--- src/rtl/ucie_sb_rx_deser.sv ---
// UCIe sideband receive deserializer: collects 64 serial bits MSB first, checks
// even parity and enforces inter-packet gap; good packets go to a 2-entry FIFO.
module ucie_sb_rx_deser #(
    parameter int unsigned MIN_GAP     = 32,
    parameter int unsigned BIT_TIMEOUT = 16
) (
    input  logic        aux_clk,
    input  logic        aux_rst,
    input  logic        sb_bit_valid,
    input  logic        sb_data_in,
    output logic        rx_packet_valid,
    output logic [63:0] rx_packet_data,
    output logic [3:0]  rx_packet_type,
    output logic [7:0]  rx_packet_length,
    input  logic        rx_packet_ready,
    output logic        sideband_active,
    output logic        sideband_error,
    output logic [7:0]  sideband_status,
    input  logic        status_clr
);

    typedef enum logic [2:0] {
        IDLE = 3'd0,
        RECV = 3'd1,
        GAP  = 3'd2
    } state_t;

    state_t      state_q, state_d;
    logic [63:0] shift_q, shift_d;
    logic [6:0]  bit_cnt_q, bit_cnt_d;
    logic [15:0] tmo_cnt_q, tmo_cnt_d;
    logic [15:0] gap_cnt_q, gap_cnt_d;
    logic [63:0] mem0_q, mem0_d, mem1_q, mem1_d;
    logic        wr_ptr_q, wr_ptr_d, rd_ptr_q, rd_ptr_d;
    logic [1:0]  fifo_cnt_q, fifo_cnt_d;
    logic        ovf_q, ovf_d, par_q, par_d, frm_q, frm_d;
    logic        err_q, err_d;

    logic push, pop, push_ok, set_ovf, set_par, set_frm;

    always_comb begin
        state_d   = state_q;
        shift_d   = shift_q;
        bit_cnt_d = bit_cnt_q;
        tmo_cnt_d = tmo_cnt_q;
        gap_cnt_d = gap_cnt_q;
        mem0_d    = mem0_q;
        mem1_d    = mem1_q;
        wr_ptr_d  = wr_ptr_q;
        rd_ptr_d  = rd_ptr_q;
        push      = 1'b0;
        push_ok   = 1'b0;
        set_ovf   = 1'b0;
        set_par   = 1'b0;
        set_frm   = 1'b0;
        pop       = rx_packet_valid && rx_packet_ready;

        case (state_q)
            IDLE: begin
                if (sb_bit_valid) begin
                    shift_d   = {shift_q[62:0], sb_data_in};
                    bit_cnt_d = 7'd1;
                    tmo_cnt_d = '0;
                    state_d   = RECV;
                end
            end
            RECV: begin
                if (sb_bit_valid) begin
                    shift_d   = {shift_q[62:0], sb_data_in};
                    bit_cnt_d = bit_cnt_q + 7'd1;
                    tmo_cnt_d = '0;
                    if (bit_cnt_q == 7'd63) begin
                        // XOR over all 64 bits is zero exactly when bit 0 is the even parity of [63:1]
                        if (^shift_d == 1'b0) push = 1'b1;
                        else                  set_par = 1'b1;
                        bit_cnt_d = '0;
                        gap_cnt_d = '0;
                        state_d   = GAP;
                    end
                end else if (tmo_cnt_q + 16'd1 == 16'(BIT_TIMEOUT)) begin
                    set_frm   = 1'b1;
                    bit_cnt_d = '0;
                    tmo_cnt_d = '0;
                    state_d   = IDLE;
                end else begin
                    tmo_cnt_d = tmo_cnt_q + 16'd1;
                end
            end
            GAP: begin
                if (sb_bit_valid) begin
                    set_frm   = 1'b1;
                    gap_cnt_d = '0;
                end else if (gap_cnt_q + 16'd1 == 16'(MIN_GAP)) begin
                    gap_cnt_d = '0;
                    state_d   = IDLE;
                end else begin
                    gap_cnt_d = gap_cnt_q + 16'd1;
                end
            end
            default: state_d = IDLE;
        endcase

        if (pop) rd_ptr_d = ~rd_ptr_q;
        if (push) begin
            if (fifo_cnt_q == 2'd2 && !pop) begin
                set_ovf = 1'b1;
            end else begin
                push_ok  = 1'b1;
                wr_ptr_d = ~wr_ptr_q;
                if (wr_ptr_q) mem1_d = shift_d;
                else          mem0_d = shift_d;
            end
        end
        fifo_cnt_d = fifo_cnt_q + {1'b0, push_ok} - {1'b0, pop};

        ovf_d = (ovf_q & ~status_clr) | set_ovf;
        par_d = (par_q & ~status_clr) | set_par;
        frm_d = (frm_q & ~status_clr) | set_frm;
        err_d = set_ovf | set_par | set_frm;
    end

    always_ff @(posedge aux_clk or posedge aux_rst) begin
        if (aux_rst) begin
            state_q    <= IDLE;
            shift_q    <= '0;
            bit_cnt_q  <= '0;
            tmo_cnt_q  <= '0;
            gap_cnt_q  <= '0;
            mem0_q     <= '0;
            mem1_q     <= '0;
            wr_ptr_q   <= 1'b0;
            rd_ptr_q   <= 1'b0;
            fifo_cnt_q <= '0;
            ovf_q      <= 1'b0;
            par_q      <= 1'b0;
            frm_q      <= 1'b0;
            err_q      <= 1'b0;
        end else begin
            state_q    <= state_d;
            shift_q    <= shift_d;
            bit_cnt_q  <= bit_cnt_d;
            tmo_cnt_q  <= tmo_cnt_d;
            gap_cnt_q  <= gap_cnt_d;
            mem0_q     <= mem0_d;
            mem1_q     <= mem1_d;
            wr_ptr_q   <= wr_ptr_d;
            rd_ptr_q   <= rd_ptr_d;
            fifo_cnt_q <= fifo_cnt_d;
            ovf_q      <= ovf_d;
            par_q      <= par_d;
            frm_q      <= frm_d;
            err_q      <= err_d;
        end
    end

    assign rx_packet_valid  = (fifo_cnt_q != 2'd0);
    assign rx_packet_data   = rx_packet_valid ? (rd_ptr_q ? mem1_q : mem0_q) : '0;
    assign rx_packet_type   = rx_packet_data[63:60];
    assign rx_packet_length = rx_packet_data[59:52];
    assign sideband_active  = (state_q == RECV);
    assign sideband_error   = err_q;
    assign sideband_status  = {ovf_q, par_q, frm_q, fifo_cnt_q, state_q};

endmodule

--- config.mk ---
export PLATFORM = sky130hd
export DESIGN_NAME = ucie_sb_rx_deser
export DESIGN_NICKNAME = d
export VERILOG_FILES = /design/src/rtl/ucie_sb_rx_deser.sv
export SDC_FILE = /design/constraint.sdc
export NUM_CORES = 1
export LEC_CHECK = 0
export ABC_AREA = 1
export ABC_CLOCK_PERIOD_IN_PS = 14400
export CORE_MARGIN = 2
export CORE_UTILIZATION = 50
export CTS_CLUSTER_SIZE = 16
export DETAILED_ROUTE_END_ITERATION = 16
export PLACE_DENSITY = 0.77
export SLEW_MARGIN = 5
export SYNTH_ARGS = -nofsm -noshare
export SYNTH_HDL_FRONTEND = slang
export SYNTH_SLANG_ARGS = --single-unit
--- constraint.sdc ---
create_clock -name aux_clk -period 14.4 [get_ports aux_clk]
set_clock_uncertainty 0.1 [all_clocks]
set_input_delay 2.16 -clock aux_clk [delete_from_list [all_inputs] [get_ports aux_clk]]
set_output_delay 2.16 -clock aux_clk [all_outputs]
set_load 0.01 [all_outputs]
# --- After elaboration in Yosys (flattened, before gate mapping) ---
# Index checks and enable logic that the tools add are counted.
totals:
  ff_bits: 242
  input_bits: 6
op_classes:
  addsub: 5
  n_eq_ne: 13
  muxes: 41
  n_bitwise: 12
  reduce_logical: 16
ops:
  columns: ["cell", "n"]
  rows:
  - ["$mux W64", 4]
  - ["$mux W16", 7]
  - ["$pmux W16 S2", 2]
  - ["$reduce_xor A64 Y1", 1]
  - ["$add A16 B1 Y16 const B", 2]
  - ["$mux W7", 4]
  - ["$mux W3", 6]
  - ["$eq A16 B5 Y1 const B", 1]
  - ["$eq A16 B6 Y1 const B", 1]
  - ["$mux W1", 15]
  - ["$pmux W7 S2", 1]
  - ["$reduce_and A3 Y1", 4]
  - ["$pmux W3 S3", 1]
  - ["$ne A2 B2 Y1 const B", 4]
  - ["$add A7 B1 Y7 const B", 1]
  - ["$eq A7 B6 Y1 const B", 1]
  - ["$ne A3 B2 Y1 const B", 2]
  - ["$reduce_bool A2 Y1", 3]
  - ["$or A1 B1 Y1", 5]
  - ["$reduce_and A5 Y1", 1]
  - ["$not A1 Y1", 4]
  - ["$reduce_and A2 Y1", 2]
  - ["$and A1 B1 Y1", 3]
  - ["$eq A3 B1 Y1 const B", 1]
  - ["10 further kinds", 11]

# --- Depth between registers and ports, before layout ---
logic_depth:
  word_depth: 8
  depth_mapped: 22

# --- Worst setup path after synthesis ---
# Ideal clock, no wire load.
synth_path:
  path_kind: "input -> register"
  startpoint: "input port sb_data_in"
  endpoint: "register fifo_cnt_q[1]"
  arrival_time_ns: 4.013
  required_time_ns: 14.171
  slack_ns: 10.158
  stages: 21
  n_path_buf: 1
  cell_sequence: "inv_1 nand2_1 nand2_1 nand2_1 nand2_1 nand2_1 nand2_1 nand2_1 nand2_1 nand2_1 nand2_1 nand2_1 nand2_1 nor2_4 buf_2 nand2_1 ha_1 inv_1 ha_1 xnor2_1 xor2_1"
synth_between:
  elab_chain_cells: 8
synth_lines:
  columns: ["item", "line_no", "source"]
  rows:
  - ["start: declaration", "10", "input logic sb_data_in,"]
  - ["$reduce_xor A64 Y1", "74", "if (^shift_d == 1'b0) push = 1'b1;"]
  - ["$mux W1", "74", null]
  - ["$mux W1", "72", "if (bit_cnt_q == 7'd63) begin"]
  - ["$mux W1", "68", "if (sb_bit_valid) begin"]
  - ["$mux W1", "58", "case (state_q)"]
  - ["$mux W1", "104", "if (push) begin"]
  - ["$add A2 B1 Y2", "114", "fifo_cnt_d = fifo_cnt_q + {1'b0, push_ok} - {1'b0, pop};"]
  - ["$sub A2 B1 Y2", "114", null]
  - ["via fifo_cnt_d[1]", "35", "logic [1:0] fifo_cnt_q, fifo_cnt_d;"]
  - ["end signal: assignment", "148", "fifo_cnt_q <= fifo_cnt_d;"]
  - ["end: declaration", "35", null]
# The timed path passes the listed nets, and every way through them passes these cells.
# A chain may end at the register's enable or synchronous reset.

# --- Final worst setup path ---
layout_path:
  startpoint: "input port sb_bit_valid"
  endpoint: "register mem1_q[16]"
layout_between:
  elab_chain_cells: 3
layout_lines:
  columns: ["item", "line_no", "source"]
  rows:
  - ["start: declaration", "9", "input logic sb_bit_valid,"]
  - ["$mux W1", "68", null]
  - ["$mux W1", "58", null]
  - ["$reduce_and A3 Y1 (no line)", null, null]
  - ["end signal: assignment", "145", "mem1_q <= mem1_d;"]
  - ["end: declaration", "33", "logic [63:0] mem0_q, mem0_d, mem1_q, mem1_d;"]
# Several ways; a longest one is shown, not always the timed one.

==> results.py <==
metrics = {
    "global_routing": {
        "track_usage": 0.232,
        "met1_usage": 0.316,
        "grt_antenna_before_repair": 0,
        "grt_util_met2": 0.396,
        "busiest_layer": "met2",
        "grt.overflow.total": 0,
        "first_global_vias": 11000,
        "grt_max_degree": 129,
        "grt_pass1_wl_mm": 52.1,
        "grt_use_met3": 0.0304,
    },
    "timing": {
        "finalSetupViolCount": 0,
        "fmax_ghz": 0.165,
        "drv_slew": 0,
        "final_hold_viol_count": 0,
        "post-route-period-util": 0.421,
        "worst_pin_slew_ns": 1.11,
        "fin_setup_tns_ns": 0,
        "slew_headroom": 0.259,
        "rsz0062_at_grt": "no",
        "fin_ws_ns": 8.34,
        "min_period_ns": 6.06,
    },
    "cells_and_area": {
        "synthToLayoutAreaGrowth_pct": 14.0,
        "n_fill_cell": 2254,
        "postLayoutCellArea_um2": 14700,
        "diodes": 0,
        "fin_nets": 1826,
        "drive_above_1_share": 0.0415,
        "finalNonFillerCells": 2160,
    },
    "clock_network": {
        "clk_pin_slew_worst_paths_ns": 0.06,
        "cts_made_buffers": 26,
        "postCtsSetupRepairBufs": 0,
        "ctsResizeCount": 0,
        "numClockSinks": 241,
        "clk_path_buf_depth": 3,
        "cts_hold_buf": 0,
        "cts_tree": "built",
        "insertion_delay_ns": 0.54,
        "htree_num_levels": 1,
        "root_buffer": "clkbuf_16",
    },
    "drt": {
        "drt_first_pass_iters": 5,
        "viasPerCell": 5.34,
        "wl_mm": 30.6,
        "wl_per_cell_um": 14.2,
        "drcViolationCount": 0,
        "drt-initial-drc-count": 772,
        "via_count": 11500,
        "postRouteAntennaNets": 0,
    },
    "synth": {
        "syn_nets": 1800,
        "yosysMostFrequentCell": "nand2_1",
        "synth_common_cells": "nand2_1, dfrtp_1, inv_1",
        "synthesis.instances": 1786,
        "synth.area.top_cells": "dfrtp_1, nand2_1, nand3_1",
        "yosysSeqAreaShare": 0.468,
        "syn_area_um2": 12900,
        "ys_types": 31,
        "syn_area_per_cell_um2": 7.22,
        "ys.flop_type": "dfrtp_1",
        "synth_edf_count": 0,
        "synth_top_area_cell": "dfrtp_1",
        "ys_ff_latch": 241,
        "async_flop_share": 1.00,
        "netlist.area_leader.share": 0.468,
        "yosysWarnings": 0,
    },
    "flow_run": {
        "cap_violations": 0,
    },
    "worst_setup_path": {
        "crit_start": "sb_bit_valid",
        "worst-path-max-fanout": 91,
        "critPathKind": "input pin to flip-flop",
        "required_ns": 14.71,
        "cp.arrival_ns": 6.37,
        "r2r-start": "shift_q[36]$_DFF_PP0_",
        "worstRegToRegCells": 20,
        "cp-start-kind": "input pin",
        "endpoint_kind": "flip-flop",
    },
    "power_and_ir_drop": {
        "p_per_area_nw_per_um2": 174,
        "p_leak_nw": 7.34,
        "ir_drop_uv": 164,
        "power.total_mw": 2.56,
    },
    "hold_path": {
        "min_path_cells": 2,
        "worstHoldPathType": "flip-flop to flip-flop",
        "holdCritStartpoint": "mem1_q[49]$_DFFE_PP0P_",
    },
    "floorplan": {
        "io_pins": 93,
        "dieWidth_um": 165,
        "die_h_um": 165,
        "rows": 58,
        "start_util": 0.511,
        "coreArea_um2": 25300,
        "dieArea_um2": 27100,
    },
    "place": {
        "dpl_cell_area_um2": 13800,
        "io_buffers": 91,
        "gp_congestion": 0.796,
        "dp_hpwl_mm": 19.0,
        "pre_cts_ws_ns": 7.89,
        "placed_cells": 2114,
    },
    "outcome": {
        "status": "finished clean",
    },
}
kinds of logic (layout without fill, tap and decap cells):
group	after synthesis	after routing	synth area share
xor gates and xnor gates	45	45	0.0306
other	1	1	0.000291
and+or+nand+nor	1102	1102	0.349
buffers and inverters	221	265	0.0771
adders and majority gates	8	8	0.00776
DFF	241	241	0.468
AOI/OAI and AO/OA	168	168	0.0679
metrics by stage:
stage / util / hold WS [ns]
floorplan: - / 0.342
global placement: 0.545 / 0.355
detailed placement: 0.545 / 0.358
CTS: 0.582 / 0.374
global route: 0.582 / 0.394
finish: 0.582 / 0.371
per-layer routing:
layer / share of wire / routed length [µm]
met1: 0.45 / 13700
met2: 0.48 / 14700
met3: 0.051 / 1560
met4: 0.020 / 622
met5: 0 / 0
power by group:
| group | switching, mW | internal, mW | leakage, nW |
|---|---|---|---|
| clock network | 0.278 | 0.441 | 0.452 |
| logic | 0.717 | 0.269 | 3.59 |
| registers | 0.0885 | 0.766 | 3.30 |
| total | 1.08 | 1.48 | 7.34 |
final timing paths:
path | end | slack [ns]
setup / recovery | mem1_q[16]$_DFFE_PP0P_ | 8.34
hold / removal | mem1_q[49]$_DFFE_PP0P_ | 0.37
setup reg to reg | mem1_q[16]$_DFFE_PP0P_ | 9.89
hold reg to reg | mem1_q[49]$_DFFE_PP0P_ | 0.37
max in group asynchronous | shift_q[6]$_DFF_PP0_ | 10.78
min in group asynchronous | tmo_cnt_q[14]$_DFFE_PP0P_ | 2.06
critical path, cell delays in order:
cell and delay [ns]:
clkdlybuf4s50_1 0.84, nand2_1 0.15, nor2_1 0.25, inv_2 0.12, nor2_4 0.68, buf_4 0.77, nand2_2 0.63, buf_4 0.47
nand2_1 0.11, nand2_1 0.05
layout by cell type, fill, tap and decap left out, drive strengths merged, types with 3 or more instances in the layout:
cell type,Yosys,layout
bufinv,0,5
inv,116,117
a21oi,73,73
nand2,878,878
dfrtp,241,241
ha,8,8
nor2,36,36
buf,52,11
nor3,14,14
xnor2,9,9
o41ai,5,5
clkinvlp,0,3
nand4,69,69
xor2,36,36
clkinv,1,8
nand3,100,100
clkdlybuf4s50,0,91
o21ai,77,77
o22ai,13,13
clkbuf,52,30
sequential cells by signal (all words and copies together), names as in the netlist:
name and count:
tmo_cnt_q 16, mem1_q 64, shift_q 64, wr_ptr_q 1
state_q 2, sideband_error 1, mem0_q 64, frm_q 1
ovf_q 1, fifo_cnt_q 2, rd_ptr_q 1, bit_cnt_q 7
par_q 1, gap_cnt_q 16
area by class of cell:
class,instances,area [µm²],area share
clock buffer,30,707,0.0481
clock inverter,16,220,0.0150
inverter,117,447,0.0304
multi-input combinational,1324,5890,0.400
sequential,241,6030,0.410
tap,330,413,0.0281
timing repair buffer,102,993,0.0676
No activity file was read; power rests on OpenSTA's default activity.
